<file path="src/rtl/cmos_pkg.sv">
// Shared types and constants for the PCF8583-style CMOS RAM/RTC I2C responder.
package cmos_pkg;

    typedef enum logic [2:0] {
        IDLE,
        DEVADDR,
        ACK_DEV,
        WORD,
        WRITE,
        READ,
        IGNORE
    } state_t;

    localparam logic [6:0] DEV_ADDR_DEFAULT = 7'h50;

    localparam logic [7:0] RTC_CTRL = 8'd0;
    localparam logic [7:0] RTC_SEC  = 8'd2;
    localparam logic [7:0] RTC_MIN  = 8'd3;
    localparam logic [7:0] RTC_HOUR = 8'd4;

    localparam logic [7:0] BCD_MAX_MS = 8'h59;
    localparam logic [7:0] BCD_MAX_HR = 8'h23;

    // Returns {carry, next}; carry is set when the value wraps back to 00.
    function automatic logic [8:0] bcd_inc(input logic [7:0] v, input logic [7:0] lim);
        logic [8:0] r;
        if (v >= lim) begin
            r = {1'b1, 8'h00};
        end else if (v[3:0] >= 4'h9) begin
            r = {1'b0, v[7:4] + 4'h1, 4'h0};
        end else begin
            r = {1'b0, v[7:4], v[3:0] + 4'h1};
        end
        return r;
    endfunction

endpackage

</file>
<file path="src/rtl/cmos_i2c_slave_cond.sv">
// I2C line conditioning: 2-flop synchroniser, 3-sample majority filter, edge/START/STOP pulses.
module i2c_cond (
    input  logic clk,
    input  logic rst_n,
    input  logic scl_i,
    input  logic sda_i,
    output logic sda,
    output logic scl_rise,
    output logic scl_fall,
    output logic start,
    output logic stop
);

    logic [1:0] scl_sync;
    logic [1:0] sda_sync;
    logic [2:0] scl_hist;
    logic [2:0] sda_hist;
    logic       scl_f;
    logic       scl_maj;
    logic       sda_maj;

    function automatic logic maj3(input logic [2:0] s);
        return (s[0] & s[1]) | (s[0] & s[2]) | (s[1] & s[2]);
    endfunction

    assign scl_maj = maj3(scl_hist);
    assign sda_maj = maj3(sda_hist);

    // Reset to the idle-bus level so leaving reset never looks like an edge.
    always_ff @(posedge clk) begin
        if (!rst_n) begin
            scl_sync <= '1;
            sda_sync <= '1;
            scl_hist <= '1;
            sda_hist <= '1;
            scl_f    <= 1'b1;
            sda      <= 1'b1;
            scl_rise <= 1'b0;
            scl_fall <= 1'b0;
            start    <= 1'b0;
            stop     <= 1'b0;
        end else begin
            scl_sync <= {scl_sync[0], scl_i};
            sda_sync <= {sda_sync[0], sda_i};
            scl_hist <= {scl_hist[1:0], scl_sync[1]};
            sda_hist <= {sda_hist[1:0], sda_sync[1]};
            scl_f    <= scl_maj;
            sda      <= sda_maj;
            scl_rise <= scl_maj & ~scl_f;
            scl_fall <= ~scl_maj & scl_f;
            start    <= scl_maj & scl_f & sda & ~sda_maj;
            stop     <= scl_maj & scl_f & ~sda & sda_maj;
        end
    end

endmodule

</file>
<file path="src/rtl/cmos_i2c_slave.sv">
// PCF8583-style 256-byte CMOS RAM on the IOC I2C bus, with a host preload port.
// Optional 1 Hz BCD clock on RAM[2..4] is enabled by defining CMOS_RTC_TICK_EN.
module cmos_i2c_slave
    import cmos_pkg::*;
#(
    parameter int unsigned CLKCPU   = 32000000,
    parameter logic [6:0]  DEV_ADDR = DEV_ADDR_DEFAULT
) (
    input  logic       clkcpu,
    input  logic       rst_n,
    input  logic       scl_i,
    input  logic       sda_i,
    output logic       sda_o,
    input  logic       host_we,
    input  logic [7:0] host_adr,
    input  logic [7:0] host_din,
    output logic [7:0] host_dout,
    output logic       busy
);

    logic       sda;
    logic       scl_rise;
    logic       scl_fall;
    logic       start;
    logic       stop;

    state_t     state;
    logic [2:0] bit_cnt;
    logic [7:0] shift;
    logic [7:0] ptr;
    logic       rw;
    logic       in_ack;
    logic       ack_drv;
    logic       rd_load;
    logic       wr_stb;
    logic [7:0] wr_data;
    logic [7:0] rx_byte;

    logic [7:0] mem [256];
    logic [7:0] ram_q;

    i2c_cond u_cond (
        .clk      (clkcpu),
        .rst_n    (rst_n),
        .scl_i    (scl_i),
        .sda_i    (sda_i),
        .sda      (sda),
        .scl_rise (scl_rise),
        .scl_fall (scl_fall),
        .start    (start),
        .stop     (stop)
    );

    assign rx_byte = {shift[6:0], sda};

    // in_ack marks the ninth clock of a byte; ack_drv tracks whether we are pulling SDA for it.
    always_ff @(posedge clkcpu) begin
        if (!rst_n) begin
            state   <= IDLE;
            bit_cnt <= '0;
            shift   <= '0;
            ptr     <= '0;
            rw      <= 1'b0;
            in_ack  <= 1'b0;
            ack_drv <= 1'b0;
            rd_load <= 1'b0;
            sda_o   <= 1'b1;
            busy    <= 1'b0;
            wr_stb  <= 1'b0;
            wr_data <= '0;
        end else begin
            wr_stb <= 1'b0;
            if (start) begin
                state   <= DEVADDR;
                bit_cnt <= '0;
                busy    <= 1'b1;
                in_ack  <= 1'b0;
                ack_drv <= 1'b0;
                rd_load <= 1'b0;
            end else if (stop) begin
                state   <= IDLE;
                sda_o   <= 1'b1;
                busy    <= 1'b0;
                in_ack  <= 1'b0;
                ack_drv <= 1'b0;
                rd_load <= 1'b0;
            end else if (scl_rise) begin
                case (state)
                    DEVADDR: begin
                        shift <= rx_byte;
                        if (bit_cnt == 3'd7) begin
                            bit_cnt <= '0;
                            if (rx_byte[7:1] == DEV_ADDR) begin
                                state <= ACK_DEV;
                                rw    <= rx_byte[0];
                            end else begin
                                state <= IGNORE;
                            end
                        end else begin
                            bit_cnt <= bit_cnt + 3'd1;
                        end
                    end
                    WORD, WRITE: begin
                        if (!in_ack) begin
                            shift <= rx_byte;
                            if (bit_cnt == 3'd7) begin
                                bit_cnt <= '0;
                                in_ack  <= 1'b1;
                                if (state == WORD) begin
                                    ptr <= rx_byte;
                                end else begin
                                    wr_stb  <= 1'b1;
                                    wr_data <= rx_byte;
                                end
                            end else begin
                                bit_cnt <= bit_cnt + 3'd1;
                            end
                        end
                    end
                    READ: begin
                        if (in_ack) begin
                            in_ack <= 1'b0;
                            ptr    <= ptr + 8'd1;
                            if (sda) begin
                                state <= IGNORE;
                            end else begin
                                rd_load <= 1'b1;
                            end
                        end else if (bit_cnt == 3'd7) begin
                            bit_cnt <= '0;
                            in_ack  <= 1'b1;
                        end else begin
                            bit_cnt <= bit_cnt + 3'd1;
                        end
                    end
                    default: ;
                endcase
            end else if (scl_fall) begin
                case (state)
                    ACK_DEV: begin
                        if (!ack_drv) begin
                            sda_o   <= 1'b0;
                            ack_drv <= 1'b1;
                        end else begin
                            ack_drv <= 1'b0;
                            bit_cnt <= '0;
                            if (rw) begin
                                state <= READ;
                                sda_o <= ram_q[7];
                                shift <= {ram_q[6:0], 1'b0};
                            end else begin
                                state <= WORD;
                                sda_o <= 1'b1;
                            end
                        end
                    end
                    WORD, WRITE: begin
                        if (in_ack) begin
                            if (!ack_drv) begin
                                sda_o   <= 1'b0;
                                ack_drv <= 1'b1;
                            end else begin
                                sda_o   <= 1'b1;
                                ack_drv <= 1'b0;
                                in_ack  <= 1'b0;
                                if (state == WORD) begin
                                    state <= WRITE;
                                end else begin
                                    ptr <= ptr + 8'd1;
                                end
                            end
                        end
                    end
                    READ: begin
                        if (rd_load) begin
                            rd_load <= 1'b0;
                            sda_o   <= ram_q[7];
                            shift   <= {ram_q[6:0], 1'b0};
                        end else if (in_ack) begin
                            sda_o <= 1'b1;
                        end else begin
                            sda_o <= shift[7];
                            shift <= {shift[6:0], 1'b0};
                        end
                    end
                    default: sda_o <= 1'b1;
                endcase
            end
        end
    end

`ifdef CMOS_RTC_TICK_EN
    logic [31:0] pre_cnt;
    logic        pre_strobe;
    logic        rtc_pend;
    logic        rtc_upd;
    logic [8:0]  sec_nx;
    logic [8:0]  min_nx;
    logic [8:0]  hr_nx;

    assign pre_strobe = (pre_cnt == CLKCPU - 1);
    assign rtc_upd    = rtc_pend & ~busy & ~mem[RTC_CTRL][7];
    assign sec_nx     = bcd_inc(mem[RTC_SEC], BCD_MAX_MS);
    assign min_nx     = bcd_inc(mem[RTC_MIN], BCD_MAX_MS);
    assign hr_nx      = bcd_inc({2'b00, mem[RTC_HOUR][5:0]}, BCD_MAX_HR);

    // A strobe taken while busy stays pending; with the stop bit set it is simply dropped.
    always_ff @(posedge clkcpu) begin
        if (!rst_n) begin
            pre_cnt  <= '0;
            rtc_pend <= 1'b0;
        end else begin
            pre_cnt  <= pre_strobe ? '0 : pre_cnt + 32'd1;
            rtc_pend <= pre_strobe | (rtc_pend & busy);
        end
    end
`endif

    // Write order sets priority: host lowest, then the clock, then I2C.
    always_ff @(posedge clkcpu) begin
        if (host_we) begin
            mem[host_adr] <= host_din;
        end
`ifdef CMOS_RTC_TICK_EN
        if (rtc_upd) begin
            mem[RTC_SEC] <= sec_nx[7:0];
            if (sec_nx[8]) begin
                mem[RTC_MIN] <= min_nx[7:0];
                if (min_nx[8]) begin
                    mem[RTC_HOUR] <= {mem[RTC_HOUR][7:6], hr_nx[5:0]};
                end
            end
        end
`endif
        if (wr_stb) begin
            mem[ptr] <= wr_data;
        end
        ram_q <= mem[ptr];
    end

    always_ff @(posedge clkcpu) begin
        if (!rst_n) begin
            host_dout <= '0;
        end else begin
            host_dout <= mem[host_adr];
        end
    end

endmodule

</file>
<file path="config.mk">
export PLATFORM = sky130hd
export DESIGN_NAME = cmos_i2c_slave
export DESIGN_NICKNAME = d
export VERILOG_FILES = /design/src/rtl/cmos_pkg.sv /design/src/rtl/cmos_i2c_slave_cond.sv /design/src/rtl/cmos_i2c_slave.sv
export SDC_FILE = /design/constraint.sdc
export NUM_CORES = 2
export LEC_CHECK = 0
export BUFFER_PORTS_ARGS = -buffer_cell sky130_fd_sc_hd__buf_2
export CORE_MARGIN = 2
export CORE_UTILIZATION = 50
export DETAILED_ROUTE_END_ITERATION = 6
export MAX_ROUTING_LAYER = met4
export PLACE_DENSITY_LB_ADDON = 0.15
export SLEW_MARGIN = 0
export SYNTH_ARGS = -nofsm -noshare
export SYNTH_HDL_FRONTEND = slang
export SYNTH_SLANG_ARGS = --single-unit
</file>
<file path="constraint.sdc">
create_clock -name clkcpu -period 7 [get_ports clkcpu]
set_clock_uncertainty 0.1 [all_clocks]
set_input_delay 2.1 -clock clkcpu [delete_from_list [all_inputs] [get_ports clkcpu]]
set_output_delay 2.1 -clock clkcpu [all_outputs]
set_load 0.05 [all_outputs]
</file>
* Word level (Yosys, flattened, before mapping) *
Memories as Yosys holds them, arrays and structs flattened. A register that Yosys moved wholly into a read port is not among the register bits.
Cells that the tools add are included.

word-level totals
  output and inout port bits = 10
  word-level logic and storage cells = 201
  memory bits (writable) = 2048
  memories kept = 1
  input bits = 21
  register bits = 53

memories
  name  words  bits a word  rd ports  clocked after memory_dff  wr ports  RTL line              source
  mem   256    8            2         2                         2         cmos_i2c_slave.sv:39  logic [7:0] mem [256];

cells by class
  equality and inequality tests = 40
  add/sub/neg operators = 2
  bitwise logic cells = 29
  multiplexer cells = 76
  reductions and logical operators = 30

operators by type and width
  operator                                                                  count
  8-bit two-way mux                                                         17
  3-bit two-way mux                                                         17
  8-bit case mux with 2 select lines                                        3
  1-bit two-way mux                                                         33
  3-bit inequality test (second input constant)                             9
  3-bit by 2-bit inequality test with 1-bit output (second input constant)  7
  5-bit by 2-bit inequality test with 1-bit output (second input constant)  4
  10-bit AND reduction                                                      2
  3-bit case mux with 2 select lines                                        3
  2-bit nonzero test                                                        9
  5-bit inequality test (second input constant)                             3
  2-bit inequality test (second input constant)                             7
  1-bit bitwise AND                                                         13
  1-bit inverter                                                            12
  12-bit AND reduction                                                      1
  6-bit AND reduction                                                       2
  3-bit == test (second input constant)                                     3
  9-bit AND reduction                                                       1
  8-bit by 1-bit adder with 8-bit output (second input constant)            1
  4-bit AND reduction                                                       2
  7-bit == test (second input constant)                                     1
  7-bit AND reduction                                                       1
  7-bit OR reduction                                                        1
  3-bit by 2-bit == test with 1-bit output (second input constant)          2
  16 further kinds                                                          23

* Longest topological paths before layout *
  depth in word-level cells = 9
  depth in mapped cells = 14
  depth with buffers taken out = 8

* By module *
A second synthesis with hierarchy kept.

second synthesis, totals
  cells, all modules = 8279
  area total of the unflattened synthesis = 125764.4 µm²

by module, submodules not included
  module          area each (µm²)  cells an instance  instances  seq. area each (µm²)
  cmos_i2c_slave  125300.2         8243               1          62560.0
  i2c_cond        464.2            36                 1          320.3

* Worst setup path after synthesis *
Ideal clock, no wire load.

  path type = input port to flip-flop
  start = in host_adr[1]
  end = mem mem[115][0] (enable)
  stages on the path = 9
  setup time = 0.384 ns
  required time = 6.516 ns
  buffers on the path = 6
  slack = 2.254 ns
  arrival = 4.262 ns
  cells stage by stage = buf_2 > buf_4 > buf_4 > buf_2 > buf_2 > and3_1 > nand2_1 > clkbuf_1 > o21ai_0

RTL lines
  item         RTL line              source
  from (decl)  cmos_i2c_slave.sv:15  input logic [7:0] host_adr,
  to (decl)    cmos_i2c_slave.sv:39

==> summary.md <==
| Metric | Value |
|---|---|
| Status | `finished, violations left` |
| Failing checks | `design-rule violations` |
| Post-route DRC violation count | `24` |
| Hold buffer count at CTS | `0` |
| RSZ-0062 raised after global routing | `no` |
| Slowest Stage Delay on Critical Path | `1.01 ns` |
| Synth unique cells | `86` |
| Layout cells sized above 1 | `0.4778` |
| CP Capture Type | `register` |
| CP Max Fanout | `54` |
| Sequential power share | `0.490` |
| Die width | `505.4 µm` |
| Critical Path Start Type | `primary input` |
| Number of buffers created by CTS | `232` |
| Worst-case reg-to-reg path depth | `7` |
| Clock slew at reported path FFs | `0.06 ns` |
| Crit path DAT | `6.38 ns` |
| Combinational fraction of design power | `0.073` |
| FF-to-FF Start | `ptr[1]` |
| Vias in the first global route | `83497` |
| Growth of design area from synthesis to finish | `9.326%` |
| Minimum clock period | `5.670 ns` |
| Slew Viols, Final | `0` |
| Fin Setup TNS | `0 ns` |
| Slew @ Worst Pin | `1.417 ns` |
| CTS tree | `built` |
| # nets final | `7988` |
| Initial antenna violation count | `35` |
| Die height | `505.4 µm` |
| # H-tree levels | `4` |
| First-pass GRT wire length | `697000 µm` |
| Crit Path Category | `primary input to register` |
| Via density | `7.570` |
| Maxcap violations | `0` |
| First-pass DRT Iterations | `6` |
| Final instance area | `0.1374 mm²` |
| Switching power | `6.667 mW` |
| Warnings, synthesis | `0` |
| Leading post-synthesis cells by cell area | `edfxtp_1 49%, mux2_2 19%, mux4_2 17%` |
| Endpoints failing setup | `0` |
| Routed Wire Length | `506100 µm` |
| Number of flops mapped to enable cells by yosys | `2048` |
| Starting Density | `0.5014` |
| DRT antenna net count | `0` |
| Gate Count Post-Synth | `8266` |
| Asr flop ratio synth | `0` |
| Top-count cell post-synth | `mux2_2` |
| Hold Crit Class | `register to register` |
| Num ports | `31` |
| Top_reg_cell synth | `edfxtp_1` |
| Max Root-Sink Buffers | `3` |
| Top cell type's share of synthesized area | `0.4893` |
| Clock latency at the later pin of the worst-skew pair | `0.92 ns` |
| Relative slew margins | `0.05404` |
| GRT Util Overall | `0.4013` |
| PortBufs | `30` |
| Syn Nets | `8293` |
| Final Hold Slack | `0.3083 ns` |
| WHS Endpoint | `u_cond.sda_hist[0]` |
| Drt wl/cell | `43.76 µm` |
| Rows | `184` |
| Via count | `87549` |
| Clock sink count | `2117` |
| Peak VDD IR | `0.2877 mV` |
| Clock share of power | `0.436` |
| Req. time, crit path | `7.71 ns` |
| F_max | `176.4 MHz` |
| Switching share of power | `0.2348` |
| Post-CTS setup buffer count | `0` |
| Post-synth top cells | `2100 x mux2_2, 2048 x edfxtp_1, 947 x mux4_2` |
| Iter 0 DRT Violations | `14604` |
| Crit path cell chain | `buf_6 -> and2_1 -> buf_4 -> a22oi_1 -> nand3_1 -> nand2_1 -> o311ai_0 -> o211ai_1 -> o2111a_1` |
| Die ar. | `0.2554 mm²` |
| #FFs+latches synth | `2117` |
| Final hold vios | `0` |
| DP Wirelength | `329800 µm` |
| Pwr dens | `206.6 mW/mm²` |
| Hold path depth | `1` |
| Synthesized area | `0.1257 mm²` |
| CTS Root Cell | `clkbuf_16` |
| Worst reg2reg path endpoint | `ram_q[7]` |
| Routability congestion estimate | `1.043` |
| Final worst-path cycle share | `0.8100` |
| Post-cts sizing count | `0` |
| Pin count of the biggest net entering global routing | `167` |
| Synth area leader | `edfxtp_1` |
| Pleak | `42.67 nW` |
| Placed cell areas | `0.1298 mm²` |
| R2r setup slk | `1.64 ns` |
| Cell internal pwr | `21.73 mW` |
| Hold path startpoint | `u_cond.sda_sync[1]` |
| Core area | `0.2507 mm²` |
| Avg Cell Area, Syn | `15.21 µm²` |
| Seq/Total Area, Yosys | `0.5002` |
| Slowest library cell on the worst path | `and2_1` |
| Grt ovf | `0` |
==> power by group through the flow <==
| stage | clock network, mW | registers, mW | logic (mW) |
|---|---|---|---|
| after global placement | 0 | 14.2 | 1.96 |
| final | 12.4 | 13.9 | 2.08 |
| after floorplan | 0 | 14.2 | 1.29 |
| after detailed placement | 0 | 14.2 | 2.00 |
| after global routing | 12.9 | 13.9 | 2.13 |
| after CTS | 12.4 | 13.9 | 2.01 |
==> cell type report <==
type | instances | area [µm²]
Clock buffer | 305 | 6255
Timing Repair Buffer | 441 | 3837
Clock inverter | 124 | 1230
Multi-Input combinational cell | 5158 | 58790
Antenna cell | 61 | 152.6
Tap cell | 3348 | 4189
Sequential cell | 2117 | 62930
Inverter | 11 | 41.29
Fill cell | 20072 | 113300
==> cell families (layout without fill, tap and decap cells) <==
kind of cell / count (synthesis) / after routing / share of synthesized area
other: 0 / 61 / 0
adder cells (fa/ha/maj): 8 / 8 / 0.0007565
AND/OR/NAND/NOR: 850 / 850 / 0.03192
flip-flops: 2117 / 2117 / 0.5002
AO/OA/AOI/OAI: 929 / 929 / 0.04903
XOR/XNOR: 1 / 1 / 0.00006969
multiplexers: 3370 / 3370 / 0.3835
buffers and inverters: 991 / 881 / 0.03444
==> how the worst max path moves through the flow <==
stage                            from  slack (ns)            to  cells past startpoint
after CTS                 host_adr[0]        1.59  host_dout[3]                      9
after floorplan           host_adr[1]        2.25   mem[115][0]                      9
final                     host_adr[3]        1.33  host_dout[3]                      9
after detailed placement  host_adr[0]        0.64  host_dout[3]                      9
after global placement    host_adr[0]        0.52  host_dout[7]                     10
after global routing      host_adr[5]        1.63  host_dout[6]                      9
==> metal layers <==
layer,vias up,GRT usage,wire length [µm]
met2,7104,0.5576,219600
li1,33139,-,-
met4,0,0.2105,32030
met5,-,-,0
met1,45996,0.5354,188200
met3,1310,0.1132,66260
==> state kept, by name, summed over array words and instances (netlist names), 2 cells and up <==
| register | flops |
|---|---|
| u_cond.scl_sync | 2 |
| ram_q | 8 |
| ptr | 8 |
| bit_cnt | 3 |
| u_cond.scl_hist | 3 |
| wr_data | 8 |
| shift | 8 |
| u_cond.sda_sync | 2 |
| state | 3 |
| u_cond.sda_hist | 3 |
| mem | 2048 |
| host_dout | 8 |
==> worst max-delay path: cells and delay by family <==
| kind | cells | cell delay [ns] |
|---|---|---|
| AOI/OAI and AO/OA | 4 | 1.74 |
| buffers and inverters | 2 | 0.92 |
| and+or+nand+nor | 3 | 1.39 |
==> per-stage QoR <==
stage | worst slack [ns] | util | instances | power (mW)
after global placement | 0.5245 | 0.5176 | 11072 | 16.15
final | 1.330 | 0.5481 | 11565 | 28.39
after floorplan | 2.254 | - | 8266 | 15.49
after global routing | 1.632 | 0.5479 | 11539 | 28.95
after CTS | 1.594 | 0.5475 | 11503 | 28.36
after detailed placement | 0.6407 | 0.5176 | 11074 | 16.19
==> layout by cell type (no fill, tap or decap), drive strengths merged, types with 139 or more instances in the layout <==
cell type / n
o21ai: 179
edfxtp: 2048
nand3: 139
mux2: 2100
mux2i: 323
clkbuf: 305
nor2: 265
mux4: 947
a22oi: 140
o22ai: 285
nand2: 213
buf: 440
(Power assumes the default switching activity.)
